--- src/rtl/uart_rx_sampler.sv ---
// rtl/uart_rx_sampler.sv - oversampling 8N1 UART receiver
//
// Purpose:
//   Receives 8N1 frames (LSB first, idle high) from an asynchronous serial
//   line that is oversampled SAMPLES_PER_BIT times per bit by smp_clk.
//   Optional macro RX_MAJORITY_VOTE_EN: each bit is the 2-of-3 majority of
//   the line around the bit centre and all decisions move one cycle later.
//
// Ports:
//   smp_clk   in   sampling clock, all logic on its rising edge
//   reset     in   synchronous, active-high reset
//   uart_rx   in   asynchronous serial input
//   rx_data   out  [7:0] last correctly framed byte, held between frames
//   rx_status out  one-cycle pulse when rx_data updates
//   rx_err    out  one-cycle pulse on framing error (stop bit low)

module uart_rx_sampler #(
  parameter int SAMPLES_PER_BIT = 16
) (
  input  logic       smp_clk,
  input  logic       reset,
  input  logic       uart_rx,
  output logic [7:0] rx_data,
  output logic       rx_status,
  output logic       rx_err
);

  localparam int CW = $clog2(SAMPLES_PER_BIT);
  localparam logic [CW-1:0] MID  = CW'(SAMPLES_PER_BIT / 2 - 1);
  localparam logic [CW-1:0] LAST = CW'(SAMPLES_PER_BIT - 1);

  localparam logic [2:0] S_IDLE  = 3'd0;
  localparam logic [2:0] S_START = 3'd1;
  localparam logic [2:0] S_DATA  = 3'd2;
  localparam logic [2:0] S_STOP  = 3'd3;
  localparam logic [2:0] S_BREAK = 3'd4;

  logic          r_sync1;
  logic          r_sync2;
  logic [1:0]    r_warm;
  logic          r_armed;
  logic [2:0]    r_state;
  logic [CW-1:0] r_ctr;
  logic [3:0]    r_bit_idx;
  logic [7:0]    r_shift;
  logic [7:0]    r_data;
  logic          r_status;
  logic          r_err;

  logic          w_line;
  logic          w_sample;
  logic          w_sample_pt;

  assign w_line = r_sync2;

`ifdef RX_MAJORITY_VOTE_EN
  localparam logic [CW-1:0] MID_M1 = MID - CW'(1);
  localparam logic [CW-1:0] MID_P1 = MID + CW'(1);

  // line captured at mid-1 and mid; the third vote is the live line at mid+1
  logic [1:0] r_vote;

  always_ff @(posedge smp_clk) begin
    if (reset) begin
      r_vote <= 2'b11;
    end else begin
      if (r_ctr == MID_M1) r_vote[0] <= w_line;
      if (r_ctr == MID)    r_vote[1] <= w_line;
    end
  end

  assign w_sample    = (r_vote[0] & r_vote[1]) | (r_vote[0] & w_line) | (r_vote[1] & w_line);
  assign w_sample_pt = (r_ctr == MID_P1);
`else
  assign w_sample    = w_line;
  assign w_sample_pt = (r_ctr == MID);
`endif

  always_ff @(posedge smp_clk) begin
    if (reset) begin
      r_sync1   <= 1'b1;
      r_sync2   <= 1'b1;
      r_warm    <= 2'b00;
      r_armed   <= 1'b0;
      r_state   <= S_IDLE;
      r_ctr     <= '0;
      r_bit_idx <= 4'd0;
      r_shift   <= 8'h00;
      r_data    <= 8'h00;
      r_status  <= 1'b0;
      r_err     <= 1'b0;
    end else begin
      r_sync1  <= uart_rx;
      r_sync2  <= r_sync1;
      // The synchronizer is forced high by reset, so the line is trusted only
      // once both flops hold real input. A start is accepted only after a
      // real high has been seen, so a frame cut by reset is not resumed.
      r_warm   <= {r_warm[0], 1'b1};
      if (r_warm[1] && w_line) r_armed <= 1'b1;
      r_status <= 1'b0;
      r_err    <= 1'b0;

      // Bit counter; in cycle t0 it is 0, so START is entered with 1.
      if (r_ctr == LAST) begin
        r_ctr     <= '0;
        r_bit_idx <= r_bit_idx + 4'd1;
      end else begin
        r_ctr     <= r_ctr + CW'(1);
      end

      case (r_state)
        S_IDLE: begin
          r_ctr     <= '0;
          r_bit_idx <= 4'd0;
          if (!w_line && r_armed) begin
            r_state <= S_START;
            r_ctr   <= CW'(1);
          end
        end
        S_START: begin
          if (w_sample_pt) begin
            if (w_sample) begin
              r_state   <= S_IDLE;
              r_ctr     <= '0;
              r_bit_idx <= 4'd0;
            end else begin
              r_state <= S_DATA;
            end
          end
        end
        S_DATA: begin
          if (w_sample_pt) begin
            r_shift <= {w_sample, r_shift[7:1]};
            if (r_bit_idx == 4'd8) r_state <= S_STOP;
          end
        end
        S_STOP: begin
          if (w_sample_pt) begin
            r_ctr     <= '0;
            r_bit_idx <= 4'd0;
            if (w_sample) begin
              r_data   <= r_shift;
              r_status <= 1'b1;
              r_state  <= S_IDLE;
            end else begin
              r_err    <= 1'b1;
              r_state  <= S_BREAK;
            end
          end
        end
        S_BREAK: begin
          r_ctr     <= '0;
          r_bit_idx <= 4'd0;
          if (w_line) r_state <= S_IDLE;
        end
        default: begin
          r_state   <= S_IDLE;
          r_ctr     <= '0;
          r_bit_idx <= 4'd0;
        end
      endcase
    end
  end

  assign rx_data   = r_data;
  assign rx_status = r_status;
  assign rx_err    = r_err;

endmodule
--- config.mk ---
export PLATFORM = sky130hd
export DESIGN_NAME = uart_rx_sampler
export DESIGN_NICKNAME = d
export VERILOG_FILES = /design/src/rtl/uart_rx_sampler.sv
export SDC_FILE = /design/constraint.sdc
export NUM_CORES = 1
export LEC_CHECK = 0
export CAP_MARGIN = 25
export CORE_MARGIN = 8
export CORE_UTILIZATION = 49
export CTS_CLUSTER_DIAMETER = 30
export DETAILED_ROUTE_END_ITERATION = 7
export HOLD_SLACK_MARGIN = 0.1
export PLACE_DENSITY = 0.73
export SLEW_MARGIN = 20
export SYNTH_ARGS = -nofsm -noshare
export SYNTH_HDL_FRONTEND = slang
export SYNTH_SLANG_ARGS = --single-unit
--- constraint.sdc ---
create_clock -name smp_clk -period 1.4 [get_ports smp_clk]
set_input_delay 0.14 -clock smp_clk [delete_from_list [all_inputs] [get_ports smp_clk]]
set_output_delay 0.14 -clock smp_clk [all_outputs]
set_load 0.05 [all_outputs]
After elaboration in Yosys (flattened, before gate mapping)
Cells that the tools add are included.

operators by class
  add/sub/neg operators = 2
  mux-type cells = 23
  reduce and logical (&&, ||, !) cells = 8
  bitwise operators = 2
  eq/ne operators = 13

operators by type and width
  operator                                                         number
  4-bit two-way mux                                                8
  3-bit two-way mux                                                7
  4-bit case mux with 4 select lines                               1
  3-bit case mux with 5 select lines                               1
  2-bit inequality test, second input constant                     6
  4-bit case mux with 3 select lines                               1
  4-bit by 1-bit adder with 4-bit output, second input constant    2
  4-bit == test, second input constant                             2
  3-bit by 2-bit == test with 1-bit output, second input constant  2
  6-bit AND reduction                                              1
  4-bit by 3-bit == test with 1-bit output, second input constant  1
  1-bit two-way mux                                                4
  3-bit by 1-bit == test with 1-bit output, second input constant  1
  3-bit == test, second input constant                             1
  3-bit logical NOT                                                1
  3-bit AND reduction                                              1
  3-bit OR reduction                                               1
  1-bit logical AND                                                2
  2-bit two-way mux                                                1
  1-bit inverter                                                   2
  2-bit AND reduction                                              1
  1-bit logical NOT                                                1

storage, ports and cells
  output and inout port bits = 10
  input port bits = 3
  bits in registers = 34
  logic and storage cells = 60

Longest topological paths before layout
  word-level depth = 5
  mapped depth = 6

Worst setup path after synthesis
OpenSTA, ideal clock, no wires.

  kind = reg2reg
  start point = register r_ctr[0]
  end point = register r_data[2] (netlist: rx_data[2])
  cell stages (with the launch flop) = 7
  path slack = -0.068 ns
  clock period less this slack = 1.468 ns
  path buffers = 2
  arrival time = 1.349 ns
  setup time = 0.119 ns
  path through = dfxtp_1 ha_1 buf_4 nand4b_4 or3_1 buf_6 mux2i_1

on the way
  word-level cells in the longest chain between the ends = 2

RTL lines
  item                                      RTL line  text
  start: declaration                        43        logic [CW-1:0] r_ctr;
  start signal: assignment                  108       r_ctr <= r_ctr + CW'(1);
  4-bit by 3-bit == test with 1-bit output  76        assign w_sample_pt = (r_ctr == MID);
  3-bit AND reduction (no line)             --
  end signal: assignment                    142       r_data <= r_shift;
  end: declaration                          46        logic [7:0] r_data;

No other way between the ends.
A chain may end at the register's enable or synchronous reset.

Final worst setup path
  start point = register r_ctr[0]
  end point = register r_bit_idx[3]

on the way
  word-level cells in the longest chain between the ends = 5
  elaborated cells on any way between the ends = 7

RTL lines
  item                                    RTL line  text
  4-bit == test                           104       if (r_ctr == LAST) begin
  4-bit two-way mux                       104
  4-bit two-way mux                       122       if (w_sample) begin
  4-bit two-way mux                       121       if (w_sample_pt) begin
  4-bit case mux with 3 select lines (*)  111       case (r_state)
  end signal: assignment                  106       r_bit_idx <= r_bit_idx + 4'd1;
  end: declaration                        44        logic [3:0] r_bit_idx;

Every way passes the cells marked *; elsewhere a longest branch is shown, timed or not.

==> results <==
[power by group]
group | total (µW) | leakage (µW) | switching (µW) | internal (µW)
Combinational | 43.7 | 0.000437 | 21.7 | 21.9
Clock | 735 | 0.0000443 | 319 | 416
Sequential | 980 | 0.000277 | 5.94 | 974
[metal layers]
| metal | up-vias | track usage, % | part of all wire (%) |
|---|---|---|---|
| li1 | 515 | - | - |
| met1 | 471 | 15.11 | 45 |
| met2 | 19 | 20.56 | 47 |
| met3 | 9 | 5.008 | 4.5 |
| met4 | 0 | 7.519 | 2.9 |
| met5 | - | 0 | 0 |
[state kept, by name, summed over array words and instances (netlist names)]
| name | count |
|---|---|
| rx_status | 1 |
| rx_data | 8 |
| r_shift | 8 |
| r_ctr | 4 |
| r_warm | 2 |
| r_sync1 | 1 |
| r_state | 3 |
| r_sync2 | 1 |
| r_bit_idx | 4 |
| rx_err | 1 |
| r_armed | 1 |
[what timing repair did]
| action | 4_1_cts | 5_1_grt |
|---|---|---|
| pin swaps | 0 | 1 |
| setup endpoints to repair | 8 | 8 |
| gates resized for setup | 2 | 5 |
[cell usage in the layout (no fill, tap or decap), types with 2 or more instances in the layout]
cell type and count:
or2_2 2, mux2i_1 18, nor3_1 4, nor2_1 8
clkdlybuf4s50_1 2, a21oi_1 4, buf_4 26, dfxtp_1 30
o21ai_0 2, nand3_1 2, or3_4 2, ha_1 2
nand4b_1 2, nor4_1 2, nand3b_1 2, inv_1 5
or3_1 2, dfxtp_2 3, xnor2_1 2, clkbuf_4 5
nand2_1 18
[metrics by stage]
stage / worst slack, ns / setup TNS (ns) / power [µW] / hold WS, ns / std cells
3_3_place_gp: 0.03270 / 0 / 1045 / 0.3929 / 184
6_report: 0.06287 / 0 / 1758 / 0.3621 / 191
5_1_grt: 0.002282 / 0 / 1812 / 0.3667 / 191
3_5_place_dp: -0.01297 / -0.02580 / 1047 / 0.3963 / 184
4_1_cts: 0.01217 / 0 / 1780 / 0.3510 / 191
2_1_floorplan: 0.02507 / 0 / 1027 / 0.2438 / 134
[final timing paths]
check | cells after the start | from | slack, ns | to
worst max-delay path | 5 | r_ctr[0] | 0.06 | r_bit_idx[3]
worst min-delay path | 2 | uart_rx | 0.36 | r_sync1
worst min register to register | 1 | r_sync1 | 0.42 | r_sync2
worst max register to register | 5 | r_ctr[0] | 0.06 | r_bit_idx[3]
[logic make-up after synthesis]
group                      after synthesis  synth area share [%]
DFF                                     34                 50.00
AOI/OAI and AO/OA                       11                 5.332
and+or+nand+nor                         50                 20.04
xor gates and xnor gates                 3                 1.930
muxes                                   18                 13.24
buffers and inverters                   15                 6.709
adders and majority gates                3                 2.758
[final cells by class]
class                      instances  area [µm²]
fill                             220        1017
tap                               31       38.79
inverter                           6       22.52
clock buffer                       6       51.30
clock inverter                     1       30.03
timing repair buffer              28       215.2
multi-input combinational         85       623.1
sequential                        34       688.2
==> flow_metrics.py <==
metrics = {
    "status": {
        "status": "finished, final reports clean",
    },
    "global_routing": {
        "antenna_found_initial": 0,
        "track_usage_pct": 13.15,
        "grt_max_degree": 19,
        "overflow": 0,
        "grt_pass1_vias": 1061,
        "grt_pass1_wl_mm": 4.643,
    },
    "synthesis": {
        "synthesis.nets": 140,
        "synth-warning-count": 0,
        "synthFlopType": "dfxtp_1",
        "yosys.area.top_type": "dfxtp_1",
        "ys_seq_area_share_pct": 50.00,
        "yosysUniqueCellTypes": 33,
        "synth_most_common_cell": "dfxtp_1",
        "async_reset_ff_share_pct": 0,
        "avgSynthCellArea_um2": 10.16,
        "ys_ff_latch": 34,
        "synth_edf_count": 0,
        "synth_top_area_share_pct": 50.00,
        "synth_area_um2": 1361,
        "yosys-top-cells-area": "dfxtp_1 50%, mux2i_1 13%, nand2_1 5.0%",
        "synth_common_cells": "34 x dfxtp_1, 18 x mux2i_1, 18 x nand2_1, 8 x nor2_1, 5 x inv_1",
        "netlist_instances": 134,
    },
    "layout": {
        "nets": 166,
        "final_area_um2": 1669,
        "final_util_pct": 62.13,
        "layout-drive-gt1-share_pct": 30.00,
        "area_growth_pct": 22.61,
        "n_antenna_cell": 0,
    },
    "timing": {
        "slew_violations": 0,
        "fmax_mhz": 747.9,
        "hold_violations": 0,
        "setup_viol": 0,
        "fin_crit_sh_pct": 95.51,
        "slew_headroom_pct": 81.55,
        "post-route-min-period_ns": 1.337,
        "clock_skew_ns": 0.007734,
        "tightest_slew_ns": 0.2742,
        "rsz0062_at_grt": "false",
    },
    "setup_path": {
        "crit_arrival_ns": 1.61,
        "slowest_delay_ns": 0.38,
        "critical_path.top_delay_family": "simple AND/OR/NAND/NOR gates",
        "crit_required_ns": 1.67,
        "crit_fanout": 6,
        "critical_path_class": "reg2reg",
        "cp_cell_sequence": "ha_4 > buf_4 > nand3_1 > or3_1 > a21oi_1",
        "cp-start-kind": "flip-flop",
        "endpoint_kind": "flip-flop",
        "critPathSlowestCell": "dfxtp_2",
        "path_buf_inv": 1,
    },
    "place": {
        "portBuffers": 12,
        "place_congestion": 0.8596,
        "dpl-instance-area_um2": 1562,
        "hpwlAfterDp_mm": 1.972,
    },
    "floorplan": {
        "initial_utilization_pct": 50.68,
        "die_x_um": 68.71,
        "io_pins": 13,
        "die_height_um": 68.71,
        "dieArea_um2": 4721,
        "rows": 19,
        "core_um2": 2686,
    },
    "hold_path": {
        "min_path_type": "in2reg",
    },
    "detailed_routing": {
        "ant_nets": 0,
        "dr_total_vias": 1014,
        "dr.pass1.iters": 4,
        "drc": 0,
        "viasPerCell": 5.309,
        "drt-initial-drc-count": 34,
        "drt_wl_total_mm": 2.637,
        "wire_per_inst_um": 13.81,
    },
    "clock_tree": {
        "postCtsSetupRepairBufs": 0,
        "clock_latency_ns": 0.34,
        "cts_max_path_buffers": 2,
        "htreeDepth": 2,
        "clock_sinks": 34,
        "clk_pin_slew_ns": 0.09,
        "cts_tree": "built",
        "clockRootBuffer": "clkbuf_4",
        "cts_made_buffers": 5,
        "holdBufCountCts": 0,
    },
    "power": {
        "p_leak_uw": 0.0007588,
        "power_density_nw_per_um2": 1053,
        "vdd.ir_drop.worst_uv": 843.0,
    },
    "job": {
        "cap_viol_max_count": 0,
    },
}
No activity file was read; power rests on OpenSTA's default activity.
